[src/rtl/vga_timing.sv]
// 640x480@60 raster timing: counters, blank/sync decodes, frame tick/count; VGA_CLK_DIV_EN halves pix_en from a 50 MHz clk.
// Counters step one clk after a pix_en edge, decodes are combinational on them; free-running source, no backpressure.
module vga_timing #(
  parameter int H_ACTIVE = 640,
  parameter int H_FP     = 16,
  parameter int H_SYNC   = 96,
  parameter int H_BP     = 48,
  parameter int V_ACTIVE = 480,
  parameter int V_FP     = 10,
  parameter int V_SYNC   = 2,
  parameter int V_BP     = 33
) (
  input  logic       clk,
  input  logic       rst,
  output logic       pix_en,
  output logic [9:0] column,
  output logic [8:0] row,
  output logic       blank_n,
  output logic       hsync,
  output logic       vsync,
  output logic       frame_tick,
  output logic [7:0] frame_count
);

  localparam int H_TOTAL = H_ACTIVE + H_FP + H_SYNC + H_BP;
  localparam int V_TOTAL = V_ACTIVE + V_FP + V_SYNC + V_BP;

  localparam logic [9:0] H_LAST     = 10'(H_TOTAL - 1);
  localparam logic [9:0] V_LAST     = 10'(V_TOTAL - 1);
  localparam logic [9:0] H_VIS      = 10'(H_ACTIVE);
  localparam logic [9:0] V_VIS      = 10'(V_ACTIVE);
  localparam logic [9:0] H_SYNC_BEG = 10'(H_ACTIVE + H_FP);
  localparam logic [9:0] H_SYNC_END = 10'(H_ACTIVE + H_FP + H_SYNC);
  localparam logic [9:0] V_SYNC_BEG = 10'(V_ACTIVE + V_FP);
  localparam logic [9:0] V_SYNC_END = 10'(V_ACTIVE + V_FP + V_SYNC);

  logic [9:0] h_count_q, h_count_d;
  logic [9:0] v_count_q, v_count_d;
  logic       frame_tick_q, frame_tick_d;
  logic [7:0] frame_count_q, frame_count_d;
  logic       h_last, v_last, frame_wrap;

`ifdef VGA_CLK_DIV_EN
  // Toggle divider: pix_en reads 0 in the first cycle after reset.
  logic div_q, div_d;

  assign div_d = ~div_q;

  always_ff @(posedge clk) begin
    if (!rst) begin
      div_q <= 1'b0;
    end else begin
      div_q <= div_d;
    end
  end

  assign pix_en = div_q;
`else
  assign pix_en = 1'b1;
`endif

  assign h_last     = (h_count_q == H_LAST);
  assign v_last     = (v_count_q == V_LAST);
  assign frame_wrap = pix_en & h_last & v_last;

  always_comb begin
    h_count_d     = h_count_q;
    v_count_d     = v_count_q;
    frame_tick_d  = frame_wrap;
    frame_count_d = frame_count_q;
    if (pix_en) begin
      if (!h_last) begin
        h_count_d = h_count_q + 10'd1;
      end else begin
        h_count_d = 10'd0;
        if (!v_last) begin
          v_count_d = v_count_q + 10'd1;
        end else begin
          v_count_d = 10'd0;
        end
      end
    end
    if (frame_wrap) begin
      frame_count_d = frame_count_q + 8'd1;
    end
  end

  always_ff @(posedge clk) begin
    if (!rst) begin
      h_count_q     <= 10'd0;
      v_count_q     <= 10'd0;
      frame_tick_q  <= 1'b0;
      frame_count_q <= 8'd0;
    end else begin
      h_count_q     <= h_count_d;
      v_count_q     <= v_count_d;
      frame_tick_q  <= frame_tick_d;
      frame_count_q <= frame_count_d;
    end
  end

  // Decodes come straight off the counter registers so they align with row/column.
  assign column      = h_count_q;
  assign row         = v_count_q[8:0];
  assign blank_n     = (h_count_q < H_VIS) && (v_count_q < V_VIS);
  assign hsync       = !((h_count_q >= H_SYNC_BEG) && (h_count_q < H_SYNC_END));
  assign vsync       = !((v_count_q >= V_SYNC_BEG) && (v_count_q < V_SYNC_END));
  assign frame_tick  = frame_tick_q;
  assign frame_count = frame_count_q;

endmodule

[config.mk]
export PLATFORM = sky130hd
export DESIGN_NAME = vga_timing
export DESIGN_NICKNAME = d
export VERILOG_FILES = /design/src/rtl/vga_timing.sv
export SDC_FILE = /design/constraint.sdc
export NUM_CORES = 1
export LEC_CHECK = 0
export ABC_AREA = 1
export CORE_ASPECT_RATIO = 0.6
export CORE_UTILIZATION = 55
export CTS_CLUSTER_DIAMETER = 40
export CTS_CLUSTER_SIZE = 28
export DETAILED_ROUTE_END_ITERATION = 10
export PLACE_DENSITY = 0.84
export SKIP_CTS_REPAIR_TIMING = 1
export SYNTH_ARGS = -nofsm -noshare
export SYNTH_HDL_FRONTEND = slang
export SYNTH_SLANG_ARGS = --single-unit
[constraint.sdc]
create_clock -name clk -period 4.19 [get_ports clk]
set_input_delay 1.0475 -clock clk [delete_from_list [all_inputs] [get_ports clk]]
set_output_delay 1.0475 -clock clk [all_outputs]
set_load 0.01 [all_outputs]
==> impl_metrics.yaml, run 1 <==
clock_network:
  cts.clk_slew.worst_paths_ns: 0.07
  clk_latency_ns: 0.29
  numCtsBuffers: 5
  cts_htree_levels: 2
  cts_sinks: 29
  root_buffer: "clkbuf_8"
  cts_tree: "yes"
  clock_tree.buffer_depth: 2
detailed_routing:
  routedWlPerCell_um: 12.44
  drc_errors: 0
  drtIter0Drc: 200
  vias_per_cell: 5.183
  vias: 1674
  drt_pass1_iterations: 4
  routed_wl_mm: 4.018
  ant_nets: 0
timing:
  rsz0062_at_grt: "false"
  fin_crit_sh: 0.6911
  setup_ws_ns: 1.294
  fin_tns_setup_ns: 0
  final_max_slew_viol_count: 0
  setup-violations-final: 0
  fin_crit_ns: 2.896
  finalHoldViolCount: 0
  fmax_mhz: 345.3
  skew_ns: 0.007512
layout:
  layout.nets: 287
  syn2layout_area_growth_pct: 21.88
  diodes: 0
  fin_area_mm2: 0.002077
  layout-drive-gt1-share: 0.09253
synthesis:
  syn-cell-area_mm2: 0.001704
  synth_area_per_cell_um2: 6.762
  synth_nets: 259
  synth_enable_flop_cells: 0
  ys_seq_area_frac: 0.3407
  syn_inst: 252
  ys_seq_elements: 29
  synth_cell_types: 29
  synthArstFlopShare: 0
  ys_warn_count: 0
  ys.flop_type: "dfxtp_1"
power_and_ir_drop:
  vdd_drop_max_mv: 0.1989
  power_uw: 525.5
  power.static_leakage_uw: 0.0008547
  p_per_area_mw_per_mm2: 253.0
setup_path:
  critPathCaptureType: "primary output"
  r2r_end: "column[8]"
  arrival_ns: 1.85
  cp_slowest_stage_delay_ns: 0.50
  start_kind: "register"
  cp.required_ns: 3.14
  crit_fanout: 7
  r2r_slack_ns: 2.38
  crit_type: "reg2out"
  r2r-start: "column[0]"
  r2r_cells: 7
  cp_slowest_cell: "clkdlybuf4s50_1"
  crit_chain: "inv_1, nor3_1, nand4_1, clkdlybuf4s50_1"
hold_path:
  whs_path_depth: 1
  hp-class: "reg2reg"
  hp-start: "column[0]"
  min_to: "column[0]"
floorplanning:
  start_util: 0.5858
  die_width_um: 73.86
  dieArea_mm2: 0.003332
  rows: 15
  die_h_um: 45.12
  pin_count: 34
  core_area_mm2: 0.002909
grt:
  grt_max_degree: 12
  antenna_found_initial: 0
  grtUsageTotal: 0.2698
  grt_overflow: 0
  grt_pass1_vias: 1339
  grt_pass1_wl_mm: 6.410
placed_design:
  place_ws_ns: 1.620
  placed_area_mm2: 0.001994
  place_hpwl_mm: 3.043
  gp_congestion: 0.9233
  portBuffers: 32
run_status:
  status: "completed"
flow_run:
  cap_violations: 0
## Yosys cell counts, types with 2 or more instances
cell      number  area [um^2]
a21oi_1       14        70.07
buf_4         11        82.58
dfxtp_1       29        580.6
ha_1           5        62.56
inv_1         30        112.6
inv_2          4        15.01
nand2_1       70        262.8
nand2_4        2        22.52
nand3_1       19        95.09
nand3b_1       2        15.01
nand4_1        7        43.79
nor2_1        25        93.84
nor2_2         4        25.02
nor2_4         3        33.78
nor3_1         6        30.03
nor3b_1        2        15.01
o21ai_0        5        25.02
xor2_1         3        26.28
## cells in the final DEF, fill, tap and decap left out, types with 2 or more instances in the layout
master and instances:
nand2_1 70, clkdlybuf4s50_1 32, inv_1 30, dfxtp_1 29, nor2_1 25, nand3_1 19, a21oi_1 14, nand4_1 7
nor3_1 6, o21ai_0 5, ha_1 5, clkbuf_8 5, inv_2 4, nor2_2 4, clkinv_2 3, nor2_4 3
xor2_1 3, nand2_4 2, nand3b_1 2, nor3b_1 2
## registers in the layout (all words and copies together) (netlist names)
signal       cells
column          10
v_count_q       10
frame_count      8
frame_tick       1
## worst max-delay path, delay by kind of cell, from the launching register on
family | cells | cell delay [ns]
buffers and inverters | 2 | 0.58
and+or+nand+nor | 2 | 0.52
DFF | 1 | 0.44
## kinds of logic (layout without fill, tap and decap cells)
kind of cell | count (synthesis) | count (layout) | share of synthesized area
AND/OR/NAND/NOR | 144 | 144 | 0.4009
buffers and inverters | 47 | 76 | 0.1285
flip-flops | 29 | 29 | 0.3407
AO/OA/AOI/OAI | 22 | 22 | 0.07049
adder cells (fa/ha/maj) | 5 | 5 | 0.03671
XOR/XNOR | 4 | 4 | 0.02056
other | 1 | 1 | 0.002201
## worst max path at each step
stage / start / endpoint / slack, ns / cells past startpoint
floorplan: column[8] / blank_n / 2.17 / 3
global placement: v_count_q[7] / vsync / 1.66 / 4
detailed placement: v_count_q[7] / vsync / 1.62 / 4
CTS: v_count_q[7] / vsync / 1.31 / 4
global route: v_count_q[7] / vsync / 1.20 / 4
finish: v_count_q[7] / vsync / 1.29 / 4
## final cells by class
class	count	area [um^2]
Multi-Input combinational cell	176	904.6
Clock inverter	2	10.01
Clock buffer	6	72.57
Timing Repair Buffer	32	320.3
Inverter	36	136.4
Sequential cell	29	580.6
Fill cell	264	832.0
Tap cell	42	52.55
## power by group
part	switching [uW]	internal, uW	total [uW]
Sequential	2.62	278	281
Clock	112	115	226
Combinational	10.7	7.68	18.4
## layer usage
metal | track usage | wire [um] | vias up | part of all wire
met5 | 0 | 0 | - | 0
met4 | 0.1000 | 50 | 0 | 0.012
met3 | 0.07143 | 394 | 7 | 0.098
met2 | 0.3486 | 1549 | 78 | 0.39
met1 | 0.4186 | 2023 | 747 | 0.50
li1 | - | - | 842 | -
## per-stage QoR
| stage | hold slack [ns] | cells | utilization |
|---|---|---|---|
| 2_1_floorplan | 0.4719 | 252 | - |
| 3_3_place_gp | 0.4668 | 315 | 0.6856 |
| 3_5_place_dp | 0.4675 | 315 | 0.6856 |
| 4_1_cts | 0.4886 | 323 | 0.7140 |
| 5_1_grt | 0.5359 | 323 | 0.7140 |
| 6_report | 0.4856 | 323 | 0.7140 |
Power figures use the tool's default switching activity.
==> run 2, diff against run 1 <==
CORE_UTILIZATION = 51   (was 55)
PLACE_DENSITY = 0.79   (was 0.84)
clock period = 3 ns   (was 4.19 ns; I/O delays follow)
==> run 2 against run 1 <==
  * Sequential power up 40%
  * Non-clock buffer count unchanged
  * Combinational power grew 39%
  * Die area up 7.6%
  * Largest cell class unchanged
  * Sequential cell count did not move
  * Hold slack better by 0.0058 ns
==> impl_metrics.yaml, run 2 (synthesis results as in run 1) <==
power_and_ir_drop:
  power_uw: 776.0
  pwr-share-clk: 0.461
  combPwrFrac: 0.033
  vdd_drop_max_mv: 0.2512
  p_per_area_mw_per_mm2: 370.3
  p_sw_uw: 169.9
  swShare: 0.2190
  p_int_uw: 606.1
  sequentialPowerShare: 0.506
  power.static_leakage_uw: 0.0008640
detailed_routing:
  routed_wl_mm: 3.963
  vias_per_cell: 5.146
  drtIter0Drc: 192
  ant_nets: 0
  vias: 1662
  routedWlPerCell_um: 12.27
  drt_pass1_iterations: 4
  drc_errors: 0
grt:
  antenna_found_initial: 0
  grtUsageTotal: 0.2415
  grt_pass1_vias: 1361
  grt_max_degree: 12
  grt_pass1_wl_mm: 6.458
  grt_overflow: 0
floorplanning:
  pin_count: 34
  rows: 15
  die_width_um: 76.63
  core_area_mm2: 0.003022
  die_h_um: 46.78
  dieArea_mm2: 0.003584
  start_util: 0.5640
layout:
  fin_cells: 323
  syn2layout_area_growth_pct: 22.98
  final_common_cell: "nand2_1"
  diodes: 0
  layout.nets: 287
  layout-drive-gt1-share: 0.09609
  mostFrequentLayoutCells: "70 x nand2_1, 32 x clkdlybuf4s50_1, 30 x inv_1"
setup_path:
  cp.required_ns: 2.25
  start_kind: "register"
  cp_slowest_cell: "clkdlybuf4s50_1"
  path_buf_inv: 2
  r2r-start: "column[0]"
  r2r_slack_ns: 1.18
  crit_chain: "inv_1, nor3_1, nand4_1, clkdlybuf4s50_1"
  cp_slowest_stage_delay_ns: 0.51
  crit_type: "reg2out"
  critical_path_depth: 4
  arrival_ns: 1.84
  r2r_cells: 7
  crit_family: "buffers and inverters"
  crit_fanout: 7
  startpoint: "v_count_q[7]"
  critPathCaptureType: "primary output"
timing:
  final_max_slew_viol_count: 0
  fmax_mhz: 386.1
  rsz0062_at_grt: "false"
  fin_crit_ns: 2.590
  fin_tns_setup_ns: 0
  whs_ns: 0.4914
  finalHoldViolCount: 0
  setup-violations-final: 0
  skew_ns: 0.004073
  fin_crit_sh: 0.8634
clock_network:
  cts.clk_slew.worst_paths_ns: 0.06
  numCtsBuffers: 5
  clk_latency_ns: 0.28
  clock_tree.buffer_depth: 2
  cts_tree: "yes"
  cts_htree_levels: 2
  cts_sinks: 29
  root_buffer: "clkbuf_8"
hold_path:
  whs_path_depth: 2
  hp-class: "reg2reg"
  hp-start: "v_count_q[8]"
placed_design:
  place_hpwl_mm: 3.102
  place_inst: 315
  gp_congestion: 0.9020
  portBuffers: 32
run_status:
  status: "completed"
flow_run:
  cap_violations: 0
-- run 2: cell count changes in the layout (fill, tap and decap cells not counted) --
| cell | previous run | this run |
|---|---|---|
| clkbuf_1 | 1 | 0 |
| clkinv_2 | 3 | 2 |
| clkbuf_8 | 5 | 7 |
-- run 2: routing by layer --
layer  wire, um  global-route usage
met1       2044              0.3677
met2       1477              0.3297
met3        402             0.06214
met4         38             0.07308
met5          0                   0
-- run 2: cell type report --
class / count / area (um^2)
fillers: 275 / 925.9
multi-input cells: 176 / 904.6
flip-flops and latches: 29 / 580.6
repair buffers: 32 / 320.3
inverters: 36 / 136.4
clock buffers: 7 / 96.34
well taps: 42 / 52.55
clock inverters: 1 / 5.005
-- run 2: stage by stage --
stage | cell area (um^2) | util | worst slack, ns
2_1_floorplan | 1704 | - | 1.273
3_3_place_gp | 1994 | 0.6600 | 0.7670
3_5_place_dp | 1994 | 0.6600 | 0.7256
4_1_cts | 2096 | 0.6936 | 0.4245
5_1_grt | 2096 | 0.6936 | 0.2579
6_report | 2096 | 0.6936 | 0.4098
-- run 2: worst reg2reg max path, delay by kind of cell, from the launching register on --
| kind | cells | cell delay, ns |
|---|---|---|
| adder cells (fa/ha/maj) | 1 | 0.21 |
| flip-flops | 1 | 0.41 |
| AND/OR/NAND/NOR | 4 | 0.90 |
| AO/OA/AOI/OAI | 2 | 0.20 |
-- run 2: power by group through the flow --
stage | Sequential (uW) | Clock [uW] | Combinational, uW
2_1_floorplan | 402 | 0 | 14.2
3_3_place_gp | 401 | 0 | 25.3
5_1_grt | 393 | 378 | 28.0
3_5_place_dp | 401 | 0 | 25.7
6_report | 392 | 358 | 25.6
4_1_cts | 392 | 361 | 25.9
-- run 2: worst paths after layout --
check                               endpoint
worst min register to register  v_count_q[8]
worst max-delay path                   vsync
worst min-delay path            v_count_q[8]
worst max register to register     column[8]
==> run 3, diff against run 2 <==
CORE_UTILIZATION = 46   (was 51)
PLACE_DENSITY = 0.75   (was 0.79)
clock period = 2.1 ns   (was 3 ns; I/O delays follow)
==> run 3 against run 2 <==
  * Power increased by 57%
  * Global-route usage is 1.4 points lower
  * Largest cell class unchanged
  * Via count up 1.9%
  * Largest power group is now the clock network
  * Sequential share of layout area shrank 0.95 points
  * Register-to-register slack lost 0.88 ns
  * Wire length up 6.4%
==> impl_metrics.yaml, run 3 (synthesis results as in run 1) <==
run_status:
  status: "completed"
floorplanning:
  dieArea_mm2: 0.003960
  die_h_um: 49.15
  pin_count: 34
  rows: 16
  core_area_mm2: 0.003383
  start_util: 0.5037
  die_width_um: 80.58
detailed_routing:
  drt_pass1_iterations: 5
  drtIter0Drc: 138
  ant_nets: 0
  vias: 1694
  routedWlPerCell_um: 12.73
  drc_errors: 0
  routed_wl_mm: 4.215
  vias_per_cell: 5.118
clock_network:
  cts_sinks: 29
  numCtsBuffers: 5
  root_buffer: "clkbuf_8"
  cts_htree_levels: 2
  clock_tree.buffer_depth: 2
  clk_latency_ns: 0.29
  cts.clk_slew.worst_paths_ns: 0.07
  cts_tree: "yes"
placed_design:
  portBuffers: 32
  gp_congestion: 0.9285
  place_ws_ns: 0.07254
  place_hpwl_mm: 3.194
  placed_area_mm2: 0.002036
timing:
  setup-violations-final: 0
  fin_tns_setup_ns: 0
  final_max_slew_viol_count: 0
  setup_ws_ns: 0.05360
  relSlewSlack: 0.6682
  finalHoldViolCount: 0
  tightestPinTransition_ns: 0.4959
  fin_crit_sh: 0.9745
  skew_ns: 0.007405
  fin_crit_ns: 2.046
  fmax_mhz: 488.7
  rsz0062_at_grt: "false"
setup_path:
  cp.required_ns: 1.57
  arrival_ns: 1.52
  crit_fanout: 4
  crit_type: "reg2out"
  startpoint: "column[7]"
  start_kind: "register"
  r2r-start: "column[0]"
  critPathCaptureType: "primary output"
layout:
  ff_latch_area_um2: 583.1
  multiInputGateArea_um2: 920.9
  final_common_cell: "nand2_1"
  syn2layout_area_growth_pct: 27.90
  mostFrequentLayoutCells: "70 x nand2_1, 30 x inv_1, 30 x clkdlybuf4s50_1"
  n_fill_cell: 327
  layout.nets: 292
  diodes: 0
  layout-drive-gt1-share: 0.1259
  fin_area_mm2: 0.002180
  fin_util: 0.6442
hold_path:
  hp-start: "column[7]"
  hp-class: "reg2reg"
power_and_ir_drop:
  p_sw_uw: 259.5
  sequentialPowerShare: 0.460
  combPwrFrac: 0.032
  p_per_area_mw_per_mm2: 558.0
  power.static_leakage_uw: 0.0009108
  p_int_uw: 956.6
  pwr-share-clk: 0.508
  swShare: 0.2134
  vdd_drop_max_mv: 0.5227
grt:
  antenna_found_initial: 0
  grt_max_degree: 12
  grtUsageTotal: 0.2275
  grt_overflow: 0
  grt_pass1_vias: 1362
  grt_pass1_wl_mm: 6.596
flow_run:
  cap_violations: 0
## run 3: power by group through the flow
stage | registers (uW) | clock network (uW) | logic [uW]
6_report | 560 | 618 | 38.7
5_1_grt | 560 | 655 | 43.1
4_1_cts | 560 | 624 | 38.9
3_5_place_dp | 572 | 0 | 38.9
3_3_place_gp | 572 | 0 | 38.5
2_1_floorplan | 574 | 0 | 20.3
## run 3: critical path: stages (launching register included)
cell and delay, ns:
dfxtp_2 0.35, inv_1 0.09, nor3_2 0.21, nand3_1 0.10, clkdlybuf4s50_1 0.49
## run 3: area by class of cell
cell class | count | share of cell area
inverters | 36 | 0.06257
flip-flops and latches | 29 | 0.2675
clock buffers | 6 | 0.03789
clock inverters | 2 | 0.01722
repair buffers | 37 | 0.1665
well taps | 45 | 0.02583
multi-input cells | 176 | 0.4225
## run 3: metrics by stage
| step | power, uW | std cells | hold WS (ns) |
|---|---|---|---|
| finish | 1216 | 331 | 0.4769 |
| floorplan | 594.2 | 252 | 0.4719 |
| CTS | 1223 | 331 | 0.4896 |
| global placement | 610.8 | 323 | 0.4639 |
| detailed placement | 611.1 | 323 | 0.4730 |
| global route | 1258 | 331 | 0.5142 |
## run 3: path summary, 6_finish.rpt
path | to | slack, ns | cells after the start
min | column[7] | 0.48 | 2
min reg2reg | column[7] | 0.48 | 2
max | hsync | 0.05 | 4
max reg2reg | column[8] | 0.30 | 7
## run 3: routing by layer
layer	global-route usage	up-vias	share of wire
li1	-	852	-
met1	0.3644	772	0.54
met2	0.2712	61	0.37
met3	0.06355	9	0.075
met4	0.08929	0	0.013
met5	0	-	0
